===== src/rtl/wb_stage.sv =====
// wb_stage: writeback stage selecting ALU/load/link results, aligning late load
// data and driving the single register-file write port plus hazard outputs.
module wb_stage #(
  parameter int ADDR_WIDTH = 5,
  parameter int DATA_WIDTH = 32
) (
  input  logic                  clk,
  input  logic                  reset,
  input  logic                  in_valid,
  output logic                  in_ready,
  input  logic                  in_wen,
  input  logic [ADDR_WIDTH-1:0] in_rd_sel,
  input  logic [1:0]            in_src_sel,
  input  logic [DATA_WIDTH-1:0] in_alu_result,
  input  logic [DATA_WIDTH-1:0] in_pc_plus4,
  input  logic [2:0]            in_funct3,
  input  logic                  mem_rvalid,
  input  logic [DATA_WIDTH-1:0] mem_rdata,
  output logic                  wen,
  output logic [ADDR_WIDTH-1:0] rd_sel,
  output logic [DATA_WIDTH-1:0] wb_data,
  output logic                  fwd_valid,
  output logic                  pend_valid,
  output logic [ADDR_WIDTH-1:0] pend_rd_sel
);
  typedef enum logic [1:0] {IDLE, WAIT_MEM, WRITE} state_t;
  state_t                state_q, state_d;
  logic [ADDR_WIDTH-1:0] rd_q, rd_d;
  logic                  cap_wen_q, cap_wen_d;
  logic [2:0]            funct3_q, funct3_d;
  logic [1:0]            off_q, off_d;
  logic [DATA_WIDTH-1:0] data_q, data_d, load_fmt;
  logic [7:0]            ld_byte;
  logic [15:0]           ld_half;
  logic                  accept, dst_live;
  assign in_ready = state_q != WAIT_MEM;
  assign accept   = in_valid & in_ready;
  assign dst_live = cap_wen_q & (rd_q != '0);
  always_comb begin
    ld_byte  = 8'(mem_rdata >> {off_q, 3'b000});
    ld_half  = off_q[1] ? mem_rdata[31:16] : mem_rdata[15:0];
    load_fmt = (funct3_q == 3'b000) ? {{(DATA_WIDTH-8){ld_byte[7]}}, ld_byte} :
               (funct3_q == 3'b100) ? {{(DATA_WIDTH-8){1'b0}}, ld_byte} :
               (funct3_q == 3'b001) ? {{(DATA_WIDTH-16){ld_half[15]}}, ld_half} :
               (funct3_q == 3'b101) ? {{(DATA_WIDTH-16){1'b0}}, ld_half} : mem_rdata;
  end
  always_comb begin
    state_d   = state_q;
    rd_d      = rd_q;
    cap_wen_d = cap_wen_q;
    funct3_d  = funct3_q;
    off_d     = off_q;
    data_d    = data_q;
    if (accept) begin
      rd_d      = in_rd_sel;
      cap_wen_d = in_wen;
      if (in_src_sel == 2'b01) begin
        state_d  = WAIT_MEM;
        funct3_d = in_funct3;
        off_d    = in_alu_result[1:0];
      end else begin
        state_d = WRITE;
        data_d  = (in_src_sel == 2'b10) ? in_pc_plus4 : in_alu_result;
      end
    end else if (state_q == WAIT_MEM) begin
      state_d = mem_rvalid ? WRITE : WAIT_MEM;
      data_d  = mem_rvalid ? load_fmt : data_q;
    end else if (state_q == WRITE) begin
      state_d = IDLE;
    end
  end
  always_ff @(posedge clk) begin
    if (reset) begin
      state_q   <= IDLE;
      rd_q      <= '0;
      cap_wen_q <= 1'b0;
      funct3_q  <= '0;
      off_q     <= '0;
      data_q    <= '0;
    end else begin
      state_q   <= state_d;
      rd_q      <= rd_d;
      cap_wen_q <= cap_wen_d;
      funct3_q  <= funct3_d;
      off_q     <= off_d;
      data_q    <= data_d;
    end
  end
  assign wen         = (state_q == WRITE) & dst_live;
  assign fwd_valid   = wen;
  assign rd_sel      = rd_q;
  assign wb_data     = data_q;
  assign pend_valid  = (state_q == WAIT_MEM) & dst_live;
  assign pend_rd_sel = rd_q;
endmodule


===== config.mk =====
export PLATFORM = sky130hd
export DESIGN_NAME = wb_stage
export DESIGN_NICKNAME = d
export VERILOG_FILES = /design/src/rtl/wb_stage.sv
export SDC_FILE = /design/constraint.sdc
export NUM_CORES = 1
export LEC_CHECK = 0
export CELL_PAD_IN_SITES_DETAIL_PLACEMENT = 1
export CELL_PAD_IN_SITES_GLOBAL_PLACEMENT = 1
export CORE_AREA = 10 10 118 120
export DETAILED_ROUTE_END_ITERATION = 7
export DIE_AREA = 0 0 128 130
export GPL_TIMING_DRIVEN = 0
export PLACE_DENSITY_LB_ADDON = 0.1
export SETUP_SLACK_MARGIN = 0.1
export SLEW_MARGIN = 25
export SYNTH_ARGS = -nofsm -noshare
export SYNTH_HDL_FRONTEND = slang
export SYNTH_SLANG_ARGS = --single-unit

===== constraint.sdc =====
create_clock -name clk -period 2.4 [get_ports clk]
set_clock_uncertainty 0.15 [all_clocks]
set_input_delay 0.36 -clock clk [delete_from_list [all_inputs] [get_ports clk]]
set_output_delay 0.36 -clock clk [all_outputs]
set_load 0.005 [all_outputs]

### Word-level counts from Yosys, hierarchy flattened

Cells that the tools add are included.

| operators by class | value |
|---|---|
| add/subtract/negate cells | 0 |
| $mul | 0 |
| divide/modulo/power cells | 0 |
| magnitude comparators | 0 |
| eq/ne operators | 9 |
| shift-type cells | 1 |
| muxes and demuxes | 15 |
| bitwise logic cells | 4 |
| reductions and logical operators | 7 |

Operators by type and width:

| kind | number |
|---|---|
| two-way mux 32 bit | 9 |
| >> shifter 32 x 5 -> 8 bit | 1 |
| two-way mux 16 bit | 1 |
| two-way mux 2 bit | 5 |
| == test 3 bit (second input constant) | 2 |
| nonzero test 5 bit | 1 |
| bitwise AND 1 bit | 4 |
| == test 2 x 1 -> 1 bit (second input constant) | 2 |
| == test 2 bit (second input constant) | 2 |
| nonzero test 2 bit | 2 |
| == test 3 x 1 -> 1 bit (second input constant) | 1 |
| logical NOT 3 bit | 1 |
| AND reduction 3 bit | 1 |
| nonzero test 3 bit | 1 |
| != test 2 x 1 -> 1 bit (second input constant) | 1 |
| != test 2 bit (second input constant) | 1 |
| AND reduction 2 bit | 1 |

| storage, ports and cells | value |
|---|---|
| flip-flop bits (word level) | 45 |
| bits in latches | 0 |
| RAM bits | 0 |
| bits in read-only memories | 0 |
| input bits | 111 |
| output and inout bits | 46 |
| logic and storage cells | 42 |
| memories | 0 |

### Depth between registers and ports, before layout

| depth | value |
|---|---|
| word-level depth | 8 |
| depth in mapped cells | 7 |
| gate-level depth less buffers | 5 |

### Least setup slack after synthesis

No wires, ideal clock.

| path | value |
|---|---|
| kind | input-to-reg |
| start point | input port in_src_sel[0] |
| end point | register data_q[30], in the netlist wb_data[30] |
| library setup time | 0.140 ns |
| arrival | 1.520 ns |
| required time | 2.110 ns |
| path slack | 0.590 ns |
| cell stages on the path | 6 |
| buffers on the path | 2 |
| cells stage by stage | buf_4 > nor2b_4 > o31a_2 > buf_2 > a2111oi_1 > a2111oi_2 |

| between the ends | value |
|---|---|
| cells in the longest elaborated chain, start to end | 4 |
| elaborated cells between the ends (all ways) | 7 |
| classes of those cells | 3 x eq/ne; 3 x mux; 1 x reduce/logical |

RTL lines:

| element | line | text |
|---|---|---|
| start: declaration | 13 | `input logic [1:0] in_src_sel,` |
| == test 2 bit | 63 | `data_d = (in_src_sel == 2'b10) ? in_pc_plus4 : in_alu_result;` |
| two-way mux 32 bit | 63 |  |
| two-way mux 32 bit | 57 | `if (in_src_sel == 2'b01) begin` |
| two-way mux 32 bit | 54 | `if (accept) begin` |
| end signal: assignment | 86 | `data_q <= data_d;` |
| end: declaration | 32 | `logic [DATA_WIDTH-1:0] data_q, data_d, load_fmt;` |

Parallel ways exist; a longest one is shown, timed or not. The select of a mux whose other input is x is not followed.
A chain may end at the register's enable or synchronous reset.

### Final worst setup path

| path | value |
|---|---|
| start point | register off_q[1] |
| end point | register data_q[9], in the netlist wb_data[9] |

| between the ends | value |
|---|---|
| cells in the longest elaborated chain, start to end | 8 |
| elaborated cells between the ends (all ways) | 9 |
| classes of those cells | 1 x shift; 8 x mux |

RTL lines:

| element | line | text |
|---|---|---|
| start: declaration | 31 | `logic [1:0] off_q, off_d;` |
| start signal: assignment | 78 | `off_q <= '0;` |
| start signal: assignment | 85 | `off_q <= off_d;` |
| parallel branches: the longest is 4 deep, another holds >> shifter 32 x 5 -> 8 bit | - |  |
| two-way mux 32 bit (*) | 42 | `load_fmt = (funct3_q == 3'b000) ? {{(DATA_WIDTH-8){ld_byte[7]}}, ld_byte} :` |
| two-way mux 32 bit (*) | 67 | `data_d = mem_rvalid ? load_fmt : data_q;` |
| two-way mux 32 bit (*) | 65 | `end else if (state_q == WAIT_MEM) begin` |
| two-way mux 32 bit (*) | 54 |  |

Mark *: on every way between the ends. The select of a mux whose other input is x is not followed.

==> impl_metrics.ini <==
[sta]
clock.fmax_mhz = 447
rsz0062_at_grt = true
setup_violations = 0
setup_slack_ns = 0.161
period_minus_slack_ns = 2.24
hold_viol = 0
slew_viol_final = 0
relSlewSlack = 0.555
setup_tns_ns = 0
worstMarginPinSlew_ns = 0.659
fin_crit_sh = 0.933

[detailed_routing]
avgRoutedWirePerCell_um = 22.4
ant_nets = 0
dr_total_vias = 3730
vias_per_cell = 5.39
drt-total-wl_mm = 15.5
drc = 0
dr.pass1.iters = 4
detail_route.iter0.violations = 194

[clock_tree]
path_clk_slew_ns = 0.07
cts.sinks = 45
clkLatencyLatePin_ns = 0.30
cts_tree = done
cts_buffers = 5
htree_num_levels = 2
root_buffer = clkbuf_16
cts_buffer_depth = 2
cts.hold.buffers_added = 0

[worst_setup_path]
cp-startpoint = off_q[1]
critPathKind = reg -> reg
reg2reg_to = wb_data[9]
crit_path_start_kind = register
r2r.worst_path.cells = 6
endpoint = wb_data[9]
reg2reg_slack_ns = 0.16
required_ns = 2.48
worst_ep_arrival_time_ns = 2.32
critical_path.max_fanout = 10
regToRegStartpoint = off_q[1]
endpoint_kind = register

[placement]
place_inst = 681
place.gp.congestion = 0.864
port_buffers = 153
place_ws_ns = -0.212
dp.final_hpwl_mm = 12.4

[hold_path]
hold_path_class = in -> reg

[floorplanning]
die_h_um = 130
initial_core_util = 0.281
die-area_um2 = 16600
rows = 40
io_pins = 157
chipWidth_um = 128
core_area_um2 = 11700

[global_route]
grt_pass1_wl_mm = 23.4
grtUsageTotal = 0.178
antenna_found_initial = 0
grt_pass1_vias = 4095
grt_overflow = 0
grt_max_degree = 15

[cells_and_area]
fin_nets = 655
drive_above_1_share = 0.125
seq_area_um2 = 905
antenna_cells = 0
area_growth_pct = 59.0
fillers = 1404
multi_input_area_um2 = 2050
stdcell_count = 692

[status]
status = complete, no violations

[synth]
yosys_warnings = 0
ys_seq_area_frac = 0.273
synth_nets = 492
synthFlopType = dfxtp_1
synth_area_per_cell_um2 = 8.65
yosysUniqueCellTypes = 53
async_reset_ff_frac = 0
synth_edf_count = 0
synth_area_leaders = dfxtp_1 (27%), a2111oi_0 (5.8%), mux4_1 (5.6%)
synth.top_cell.area_share = 0.273
syn_inst = 381
syn-cell-area_um2 = 3290
yosysTopAreaCell = dfxtp_1
ys_ff_latch = 45

[power_and_ir_drop]
ir_drop_uv = 262
cellLeakagePower_nw = 1.87
totalPowerFinal_mw = 2.49
pwr_density_cell_nw_per_um2 = 475

[job]
drv_cap = 0
[per-stage QoR]
step | util | hold WS [ns] | area [µm²]
after detailed placement | 0.428 | 0.298 | 5010
after global placement | 0.428 | 0.289 | 5010
after floorplan | - | 0.283 | 3290
final | 0.447 | 0.146 | 5240
after global routing | 0.447 | 0.159 | 5240
after CTS | 0.443 | 0.153 | 5190
[power by group]
| part | internal [mW] | total (mW) | switching (mW) |
|---|---|---|---|
| Combinational | 0.459 | 0.810 | 0.351 |
| Sequential | 0.816 | 0.858 | 0.0429 |
| Clock | 0.495 | 0.822 | 0.328 |
| Total | 1.77 | 2.49 | 0.722 |
[repair_timing]
action | CTS | global route
endpoints found under the setup margin | 4 | 15
gates resized for setup | 8 | 18
pin swaps | 1 | 3
hold endpoints to repair | 0 | 0
buffers inserted | 1 | 2
[layer usage]
| metal | GRT usage | part of all wire | vias up |
|---|---|---|---|
| met5 | 0 | 0 | - |
| met4 | 0.0490 | 0.016 | 0 |
| met3 | 0.0454 | 0.063 | 13 |
| met2 | 0.304 | 0.49 | 113 |
| met1 | 0.216 | 0.43 | 1827 |
| li1 | - | - | 1777 |
[critical path, stage by stage (launching register included)]
cell and delay [ns]:
dfxtp_1 0.42, buf_6 0.19, buf_2 0.26, nand2_1 0.22, o311ai_0 0.62, o211ai_1 0.15
a21oi_1 0.15
[cell families (layout without fill, tap and decap cells)]
group / count (synthesis) / count (layout) / share of synthesized area
compound gates: 133 / 133 / 0.318
simple gates: 119 / 119 / 0.191
buf+inv: 64 / 228 / 0.116
flops: 45 / 45 / 0.273
mux: 19 / 19 / 0.0984
xor+xnor: 1 / 1 / 0.00266
[final cells by class]
type                       count  share of cell area
multi-input combinational    272               0.391
sequential                    45               0.173
timing repair buffer         156               0.296
clock buffer                   6              0.0246
buffer                        44              0.0588
tap                          147              0.0351
inverter                      20              0.0143
clock inverter                 2             0.00740
[placed cells by master, fill, tap and decap left out, drive strengths merged, types with 2 or more instances in the layout]
| cell | Yosys | routed |
|---|---|---|
| mux2i | 5 | 5 |
| mux4 | 8 | 8 |
| nand3 | 2 | 2 |
| dfxtp | 45 | 45 |
| o21ai | 17 | 17 |
| nor3 | 2 | 2 |
| mux2 | 6 | 6 |
| a22o | 8 | 8 |
| o211ai | 7 | 7 |
| a21oi | 23 | 23 |
| o22ai | 8 | 8 |
| and2b | 2 | 2 |
| nand2b | 2 | 2 |
| inv | 20 | 20 |
| nand2 | 30 | 30 |
| o2111ai | 8 | 8 |
| a22oi | 7 | 7 |
| buf | 23 | 26 |
| a2111oi | 34 | 34 |
| a2111o | 7 | 7 |
| o311ai | 8 | 8 |
| clkdlybuf4s50 | 0 | 150 |
| clkbuf | 20 | 26 |
| clkdlybuf4s15 | 0 | 2 |
| nor2 | 33 | 33 |
| nand3b | 17 | 17 |
| nor2b | 26 | 26 |
[worst min path at each step]
| stage | start | end | slack, ns | depth (start not counted) |
|---|---|---|---|---|
| 5_1_grt | reset | wb_data[17] | 0.16 | 2 |
| 3_3_place_gp | cap_wen_q | cap_wen_q | 0.29 | 2 |
| 2_1_floorplan | cap_wen_q | cap_wen_q | 0.28 | 2 |
| 4_1_cts | reset | wb_data[17] | 0.15 | 2 |
| 3_5_place_dp | wb_data[14] | wb_data[14] | 0.30 | 2 |
| 6_report | reset | wb_data[17] | 0.15 | 2 |
[flip-flops by register name, summed over array words and instances (netlist names)]
| register | count |
|---|---|
| funct3_q | 3 |
| pend_rd_sel | 5 |
| wb_data | 32 |
| state_q | 2 |
| cap_wen_q | 1 |
| off_q | 2 |
[synth_stat cells (all sizes together), types with 2 or more instances]
| library cell | instances |
|---|---|
| o21ai | 17 |
| nand2b | 2 |
| nand2 | 30 |
| mux4 | 8 |
| and2b | 2 |
| mux2i | 5 |
| a2111oi | 34 |
| nand3 | 2 |
| nor2b | 26 |
| a21oi | 23 |
| dfxtp | 45 |
| o211ai | 7 |
| mux2 | 6 |
| nor3 | 2 |
| inv | 20 |
| clkbuf | 20 |
| a22oi | 7 |
| buf | 23 |
| a22o | 8 |
| nand3b | 17 |
| o311ai | 8 |
| o22ai | 8 |
| o2111ai | 8 |
| a2111o | 7 |
| nor2 | 33 |
Note: power is estimated with default switching activity, not from simulation.
